**src/rtl/pwm_step_sequencer.sv**
```systemverilog
// pwm_step_sequencer: programs one PWM channel (top, cnt, cmp via pwm_d/pwm_sel) and
// steps it through a table of (compare value, duration in periods) entries.
// Build macro PWM_SEQ_LOOP_EN: when defined, the table repeats until stop/rst and done
// pulses on each pass; when undefined, the sequence ends in IDLE after the last entry.
//
// state | meaning
// IDLE  | waiting for an accepted start
// TOP   | writing the latched period value to PWM top
// CNT   | zeroing the PWM counter
// CMP   | writing the current entry's compare value (PWM cnt==0 in this cycle)
// WAIT  | counting period wraps for the current entry
// OFF   | forcing PWM compare to 0 after an abort
module pwm_step_sequencer #(
  parameter int W     = 16,
  parameter int DEPTH = 8,
  parameter int DUR_W = 8,
  parameter int AW    = $clog2(DEPTH)
) (
  input  logic             clk,
  input  logic             rst,
  input  logic             start,
  input  logic             stop,
  input  logic [AW:0]      n_steps,
  input  logic [W-1:0]     cfg_top,
  input  logic             tbl_we,
  input  logic [AW-1:0]    tbl_addr,
  input  logic [W-1:0]     tbl_cmp,
  input  logic [DUR_W-1:0] tbl_dur,
  input  logic [W-1:0]     pwm_cnt,
  input  logic [W-1:0]     pwm_top,
  output logic [W-1:0]     pwm_d,
  output logic [1:0]       pwm_sel,
  output logic             busy,
  output logic             done,
  output logic [AW-1:0]    step_idx
);

`ifdef PWM_SEQ_LOOP_EN
  localparam bit LOOP_EN = 1'b1;
`else
  localparam bit LOOP_EN = 1'b0;
`endif

  typedef enum logic [2:0] {S_IDLE, S_TOP, S_CNT, S_CMP, S_WAIT, S_OFF} state_t;

  state_t           state_q, state_d;
  logic [AW-1:0]    step_idx_q, step_idx_d;
  logic [AW-1:0]    last_idx_q, last_idx_d;
  logic [W-1:0]     top_q, top_d;
  logic [DUR_W-1:0] rem_q, rem_d;
  logic [W-1:0]     tbl_cmp_q [DEPTH];
  logic [W-1:0]     tbl_cmp_d [DEPTH];
  logic [DUR_W-1:0] tbl_dur_q [DEPTH];
  logic [DUR_W-1:0] tbl_dur_d [DEPTH];

  logic [AW:0]      ns_clamp;
  logic [DUR_W-1:0] dur_cur, rem_cur;
  logic             start_ok, in_step, wrap, final_wrap, last_step, seq_end;

  // Shared decode: the duration is read from the table only while in CMP, so a table
  // edit takes effect the next time that entry is loaded.
  always_comb begin
    ns_clamp   = (n_steps > (AW+1)'(DEPTH)) ? (AW+1)'(DEPTH) : n_steps;
    start_ok   = (state_q == S_IDLE) && start && !stop && (n_steps != '0);
    dur_cur    = tbl_dur_q[step_idx_q];
    rem_cur    = (state_q == S_CMP) ? ((dur_cur == '0) ? DUR_W'(1) : dur_cur) : rem_q;
    in_step    = (state_q == S_CMP) || (state_q == S_WAIT);
    wrap       = in_step && (pwm_cnt >= pwm_top);
    final_wrap = wrap && (rem_cur == DUR_W'(1));
    last_step  = (step_idx_q == last_idx_q);
    seq_end    = final_wrap && last_step && !stop;
  end

  // State register.
  always_ff @(posedge clk or posedge rst) begin
    if (rst) state_q <= S_IDLE;
    else     state_q <= state_d;
  end

  // Next-state logic; stop overrides everything outside IDLE.
  always_comb begin
    state_d = state_q;
    case (state_q)
      S_IDLE: if (start_ok) state_d = S_TOP;
      S_TOP:  state_d = S_CNT;
      S_CNT:  state_d = S_CMP;
      S_CMP, S_WAIT: begin
        if (final_wrap) state_d = (last_step && !LOOP_EN) ? S_IDLE : S_CMP;
        else            state_d = S_WAIT;
      end
      S_OFF:  state_d = S_IDLE;
      default: state_d = S_IDLE;
    endcase
    if (stop && (state_q != S_IDLE)) state_d = S_OFF;
  end

  // Sequencing datapath: step index, latched config and the wrap down-counter.
  always_comb begin
    step_idx_d = step_idx_q;
    last_idx_d = last_idx_q;
    top_d      = top_q;
    rem_d      = rem_q;
    if (start_ok) begin
      step_idx_d = '0;
      last_idx_d = AW'(ns_clamp - (AW+1)'(1));
      top_d      = cfg_top;
    end
    if (in_step && !stop) begin
      rem_d = wrap ? (rem_cur - DUR_W'(1)) : rem_cur;
      if (final_wrap) begin
        if (!last_step)   step_idx_d = step_idx_q + 1'b1;
        else if (LOOP_EN) step_idx_d = '0;
      end
    end
  end

  // Step table write port; always accepted regardless of state.
  always_comb begin
    tbl_cmp_d = tbl_cmp_q;
    tbl_dur_d = tbl_dur_q;
    if (tbl_we) begin
      tbl_cmp_d[tbl_addr] = tbl_cmp;
      tbl_dur_d[tbl_addr] = tbl_dur;
    end
  end

  // Datapath and table registers.
  always_ff @(posedge clk or posedge rst) begin
    if (rst) begin
      step_idx_q <= '0;
      last_idx_q <= '0;
      top_q      <= '0;
      rem_q      <= '0;
      for (int i = 0; i < DEPTH; i++) begin
        tbl_cmp_q[i] <= '0;
        tbl_dur_q[i] <= '0;
      end
    end else begin
      step_idx_q <= step_idx_d;
      last_idx_q <= last_idx_d;
      top_q      <= top_d;
      rem_q      <= rem_d;
      tbl_cmp_q  <= tbl_cmp_d;
      tbl_dur_q  <= tbl_dur_d;
    end
  end

`ifdef PWM_SEQ_LOOP_EN
  // Looping: done marks the wrap that restarts the table, so it is combinational.
  always_comb done = seq_end;
`else
  logic done_q, done_d;

  // One-shot: done is the first IDLE cycle after the last entry's final wrap.
  always_comb done_d = seq_end;

  // Completion flag register.
  always_ff @(posedge clk or posedge rst) begin
    if (rst) done_q <= 1'b0;
    else     done_q <= done_d;
  end

  always_comb done = done_q;
`endif

  // Moore output decode of the PWM write port and status.
  always_comb begin
    pwm_sel = 2'd0;
    pwm_d   = '0;
    case (state_q)
      S_TOP: begin pwm_sel = 2'd2; pwm_d = top_q; end
      S_CNT: begin pwm_sel = 2'd3; pwm_d = '0; end
      S_CMP: begin pwm_sel = 2'd1; pwm_d = tbl_cmp_q[step_idx_q]; end
      S_OFF: begin pwm_sel = 2'd1; pwm_d = '0; end
      default: ;
    endcase
    busy     = (state_q != S_IDLE);
    step_idx = step_idx_q;
  end

endmodule

```
**config.mk**
```make
export PLATFORM = sky130hd
export DESIGN_NAME = pwm_step_sequencer
export DESIGN_NICKNAME = d
export VERILOG_FILES = /design/src/rtl/pwm_step_sequencer.sv
export SDC_FILE = /design/constraint.sdc
export NUM_CORES = 1
export LEC_CHECK = 0
export CAP_MARGIN = 20
export CORE_MARGIN = 2
export CORE_UTILIZATION = 45
export CTS_CLUSTER_DIAMETER = 100
export DETAILED_ROUTE_END_ITERATION = 7
export PLACE_DENSITY = 0.64
export SETUP_SLACK_MARGIN = 0.02
export SLEW_MARGIN = 10
export SYNTH_ARGS = -nofsm -noshare
export SYNTH_HDL_FRONTEND = slang
export SYNTH_SLANG_ARGS = --single-unit
export TNS_END_PERCENT = 10
```
**constraint.sdc**
```tcl
create_clock -name clk -period 10.5 [get_ports clk]
set_input_delay 3.15 -clock clk [delete_from_list [all_inputs] [get_ports clk]]
set_output_delay 3.15 -clock clk [all_outputs]
set_load 0.01 [all_outputs]
```
== After elaboration in Yosys (flattened, before gate mapping) ==
Index checks and enable logic that the tools add are counted.
Operators by class
  $add $sub $neg: 3
  $lt $le $gt $ge: 5
  equality and inequality tests: 8
  mux-type cells: 27
  bitwise logic cells: 2
  reductions and logical operators: 18
Operators by type and width (number)
  $bwmux W128: 1
  $bwmux W64: 1
  $bmux W16 S3: 1
  $demux W16 S3: 1
  $mux W16: 3
  $mux W8: 6
  $pmux W16 S2: 1
  $bmux W8 S3: 1
  $demux W8 S3: 1
  $mux W3: 8
  $ge A16 B16 Y1: 1
  $pmux W3 S4: 1
  $logic_and A1 B1 Y1: 10
  $eq A8 B1 Y1 const B: 1
  $ge A4 B4 Y1 const B: 2
  $logic_not A8 Y1: 1
  $not A3 Y4: 2
  $sub A8 B1 Y8 const B: 1
  $eq A3 B2 Y1 const B: 2
  $eq A3 B3 Y1 const B: 2
  $pmux W2 S3: 1
  $gt A4 B4 Y1 const B: 1
  $lt A4 B1 Y1 const B: 1
  $reduce_bool A4 Y1: 1
  other kinds (11): 12
Word-level totals
  register bits: 226
  input bits: 84
  output and inout port bits: 23
  logic and storage cells: 85

== Logic depth before layout (Yosys ltp) ==
  depth after elaboration: 12
  gate-level depth with buffers: 13
  gate-level depth less buffers: 10

== Least setup slack after synthesis ==
OpenSTA, ideal clock, no wires.
  path type: register to output
  from: register step_idx_q[0], in the netlist step_idx[0]
  to: output pwm_d[0]
  data arrival time: 2.204 ns
  data required time: 7.350 ns
  path slack: 5.146 ns
  stages on the path, launching flop included: 7
  buffers on the path: 3
  path through: dfrtp_1 buf_6 buf_2 buf_1 mux4_2 mux2i_1 o21ai_0
Between the ends
  longest elaborated chain between the ends: 5
Ends and longest elaborated chain
  from (decl): line 47  | logic [AW-1:0] step_idx_q, step_idx_d;
  from (signal assigned): line 139  | step_idx_q <= step_idx_d;
  $not A3 Y4 (not written as such): line 173  | S_CMP: begin pwm_sel = 2'd1; pwm_d = tbl_cmp_q[step_idx_q]; end
  $bmux W16 S3: line 173
  $mux W16 (not written as such) (2 in a row): line 173
  $pmux W16 S2: line 170  | case (state_q)
  to (decl): line 31  | output logic [W-1:0] pwm_d,
No other way between the ends. The select of a mux whose other input is x is not followed.

== Worst setup path after layout ==
  from: register step_idx_q[1], in the netlist step_idx[1]
  to: output pwm_d[11]
Same word-level chain as after synthesis.

==> results.txt <==
Largest buffer count on any clock path - 3
Gate count after technology mapping - 804
CTS H-Tree Depth - 1
Hold Path Class - reg -> reg
Remaining max-slew budget at the tightest pin - 37.7%
Last weighted congestion value of the routability-driven placer - 0.751
WP buf/inv - 2
Wire length per cell - 20.8 µm
Number of max-capacitance violations reported - 0
Total Negative Setup Slacks - 0 ps
Number of buffers created by CTS - 25
Number of top-level pins - 107
Global-route total usage across every layer - 20.4%
Estimated wirelength of the detail-placed design - 16300 µm
CTS hold repair buffers - 0
Crit share post-route - 61.2%
Cell taking the most area after synthesis - sky130_fd_sc_hd__dfrtp_1
Largest fanout on the critical path - 38
Clock slew at reported path FFs - 60 ps
Vias - 6998
Fraction of layout instances using a drive strength above 1 - 35.4%
Sum of overflow across all layers after global routing - 0
Final hold violation count - 0
Worst setup SP type - register
Slowest stage delay, CP - 750 ps
Clock Latency Late Sink - 530 ps
Seq/Total Area, Yosys - 50.5%
Top cells by area in the synthesized netlist - sky130_fd_sc_hd__dfrtp_1 50%, sky130_fd_sc_hd__mux2_2 21%, sky130_fd_sc_hd__mux4_2 7.4%
Routed wire length - 26000 µm
Standard cell with the maximum stage delay on the critical path - sky130_fd_sc_hd__dfrtp_2
Distinct cell type count of the synthesized netlist - 63
Max Clk Rate - 0.156 GHz
Antenna diode count - 0
Final-stage net count - 1013
Detail Route Antenna Nets - 0
Unrepaired setup endpoints after global routing - false
Root buf cell - sky130_fd_sc_hd__clkbuf_16
Share of the synthesized area in the top cell type - 50.5%
Post_cts resized - 0
CP Data Required Time - 7350 ps
Skew final - 11.2 ps
Crit path DAT - 3270 ps
Final-report setup violation count - 0
Avg Synthesized Cell Area - 13.9 µm²
CTS Sinks - 226
DR vias/cell - 5.59
Largest vdd supply drop - 0.000149 V
Number of placement rows - 57
Vertical die dimension - 162 µm
TritonCTS clock tree - built
Antenna violations before repair - 1
Postcts setup bufs - 0
Maximum number of pins on one net before global-route repair - 159
FILL cells - 2054
Post-layout minimum cycle time - 6420 ps
Post-synthesis async set-or-reset flop share - 100%
Number of standard cells in the final layout excluding fillers - 1251
Initial cell density of the core - 45.9%
Pwr/cell area - 204 nW/µm²
Mapped Nets - 908
Yosys warning count - 0
Crit end category - primary output
Drt drc - 0
Total power draw - 2770 µW
Placed Cells - 1204
Standby leakage power - 0.00555 µW
First-pass GRT wire length - 41900 µm
Top flip-flop cell by instance count after synthesis - sky130_fd_sc_hd__dfrtp_1
Count of flip-flops with a built-in enable after synthesis - 0
Overall die width - 162 µm
Crit path max-delay family - buffers and inverters
Area added between synthesis and finish - 20.9%
Iter 0 DRT Violations - 291
CP cell instances - buf_4 -> mux4_2 -> mux2i_1 -> o21ai_0 -> clkdlybuf4s50_1
Number of global-route vias before repair - 7478
Run status - finished clean
Die ar. - 26200 µm²
Pin slew with the least headroom to its limit - 934 ps
Flip-flop and latch count after synthesis - 226
Pre-Repair DR Iteration Count - 4
Post-synthesis instance area - 11200 µm²
Port Buf Inserts - 106
Floorplan core area - 24400 µm²
Pins Over Slew Limit - 0
Critical path type - reg -> out
## routing by layer
metal / track usage (%) / up-vias / part of all wire [%]
li1: - / 3229 / -
met1: 28.8 / 3604 / 47
met2: 32.8 / 121 / 46
met3: 3.68 / 42 / 4.3
met4: 5.23 / 2 / 2.2
met5: 0 / - / 0.046
## through the flow
step / hold WS (ps) / setup WS, ps / utilization [%] / instance area [µm²]
2_1_floorplan: 448 / 1160 / - / 11200
3_3_place_gp: 470 / 4580 / 51.6 / 12600
3_5_place_dp: 472 / 4550 / 51.7 / 12600
4_1_cts: 489 / 3980 / 55.4 / 13500
5_1_grt: 511 / 3920 / 55.6 / 13600
6_report: 485 / 4080 / 55.6 / 13600
## synthesized netlist by cell type (2+ instances only)
| cell | instances |
|---|---|
| sky130_fd_sc_hd__a211o_1 | 2 |
| sky130_fd_sc_hd__a211oi_1 | 2 |
| sky130_fd_sc_hd__a21oi_1 | 10 |
| sky130_fd_sc_hd__a31oi_1 | 4 |
| sky130_fd_sc_hd__and2_1 | 3 |
| sky130_fd_sc_hd__and3_1 | 2 |
| sky130_fd_sc_hd__and3b_1 | 2 |
| sky130_fd_sc_hd__buf_1 | 5 |
| sky130_fd_sc_hd__buf_2 | 6 |
| sky130_fd_sc_hd__buf_6 | 2 |
| sky130_fd_sc_hd__clkbuf_1 | 29 |
| sky130_fd_sc_hd__dfrtp_1 | 226 |
| sky130_fd_sc_hd__ha_1 | 20 |
| sky130_fd_sc_hd__inv_1 | 23 |
| sky130_fd_sc_hd__mux2_2 | 210 |
| sky130_fd_sc_hd__mux2_4 | 2 |
| sky130_fd_sc_hd__mux2i_1 | 30 |
| sky130_fd_sc_hd__mux2i_4 | 2 |
| sky130_fd_sc_hd__mux4_1 | 8 |
| sky130_fd_sc_hd__mux4_2 | 37 |
| sky130_fd_sc_hd__nand2_1 | 39 |
| sky130_fd_sc_hd__nand2b_1 | 6 |
| sky130_fd_sc_hd__nand3_1 | 6 |
| sky130_fd_sc_hd__nand4_1 | 7 |
| sky130_fd_sc_hd__nand4b_1 | 3 |
| sky130_fd_sc_hd__nor2_1 | 16 |
| sky130_fd_sc_hd__nor2b_1 | 4 |
| sky130_fd_sc_hd__nor3_1 | 7 |
| sky130_fd_sc_hd__nor3b_1 | 5 |
| sky130_fd_sc_hd__nor4_1 | 5 |
| sky130_fd_sc_hd__o2111a_1 | 2 |
| sky130_fd_sc_hd__o211ai_1 | 4 |
| sky130_fd_sc_hd__o21a_1 | 2 |
| sky130_fd_sc_hd__o21ai_0 | 31 |
| sky130_fd_sc_hd__o31ai_1 | 4 |
| sky130_fd_sc_hd__o41ai_1 | 4 |
| sky130_fd_sc_hd__or2_2 | 3 |
| sky130_fd_sc_hd__or4_1 | 2 |
| sky130_fd_sc_hd__xnor2_1 | 5 |
## state kept, by name (all words and copies together), names as in the netlist
name,count
tbl_dur_q,64
done,1
last_idx_q,3
rem_q,8
state_q,3
tbl_cmp_q,128
top_q,16
step_idx,3
## report_power, final
group / total (µW) / leakage (µW) / switching, µW / internal, µW
clock: 939 / 0.000453 / 357 / 582
combinational: 615 / 0.00238 / 257 / 358
sequential: 1210 / 0.00271 / 128 / 1090
total: 2770 / 0.00555 / 742 / 2030
## cell usage in the layout, fill, tap and decap left out, types with 6 or more instances in the layout
cell type                         instances
sky130_fd_sc_hd__clkbuf_16               25
sky130_fd_sc_hd__ha_1                    20
sky130_fd_sc_hd__mux4_2                  37
sky130_fd_sc_hd__clkbuf_8                11
sky130_fd_sc_hd__mux2_2                 210
sky130_fd_sc_hd__o21ai_0                 31
sky130_fd_sc_hd__a21oi_1                 10
sky130_fd_sc_hd__mux4_1                   8
sky130_fd_sc_hd__inv_1                   22
sky130_fd_sc_hd__nand2b_1                 6
sky130_fd_sc_hd__nand3_1                  6
sky130_fd_sc_hd__nand4_1                  7
sky130_fd_sc_hd__clkdlybuf4s50_1        106
sky130_fd_sc_hd__nand2_1                 39
sky130_fd_sc_hd__dfrtp_1                223
sky130_fd_sc_hd__nor2_1                  15
sky130_fd_sc_hd__mux2i_1                 30
sky130_fd_sc_hd__buf_4                   13
## cell type report
type | instances | area [µm²] | area share, %
clock buffer | 36 | 767 | 5.66
clock inverter | 9 | 139 | 1.02
inverter | 23 | 93.8 | 0.692
multi-input combinational | 511 | 5270 | 38.9
sequential | 226 | 5660 | 41.8
tap | 324 | 405 | 2.99
timing repair buffer | 122 | 1210 | 8.97
## tightest hold or removal path: stages, from the launching register on
cell	delay [ps]
sky130_fd_sc_hd__dfrtp_1	340
sky130_fd_sc_hd__nand2_1	50
sky130_fd_sc_hd__nand3_1	60
## cell families after synthesis
family                   after synthesis  synth area share, %
adder cells (fa/ha/maj)               20                 2.23
XOR/XNOR                               5                0.391
flip-flops                           226                 50.5
AO/OA/AOI/OAI                         82                 5.00
multiplexers                         289                 33.8
AND/OR/NAND/NOR                      115                 5.44
buffers and inverters                 67                 2.69
## path summary, 6_finish.rpt
| path | startpoint | to | slack (ps) | depth (start not counted) |
|---|---|---|---|---|
| setup / recovery | step_idx[1] | pwm_d[11] | 4080 | 5 |
| hold / removal | rem_q[3] | rem_q[3] | 480 | 2 |
| setup reg to reg | step_idx[1] | step_idx[1] | 6100 | 9 |
| hold reg to reg | rem_q[3] | rem_q[3] | 480 | 2 |
| max in group asynchronous | rst | step_idx[0] | 6060 | 3 |
| min in group asynchronous | rst | tbl_dur_q[53] | 3060 | 2 |
Power figures use the tool's default switching activity.
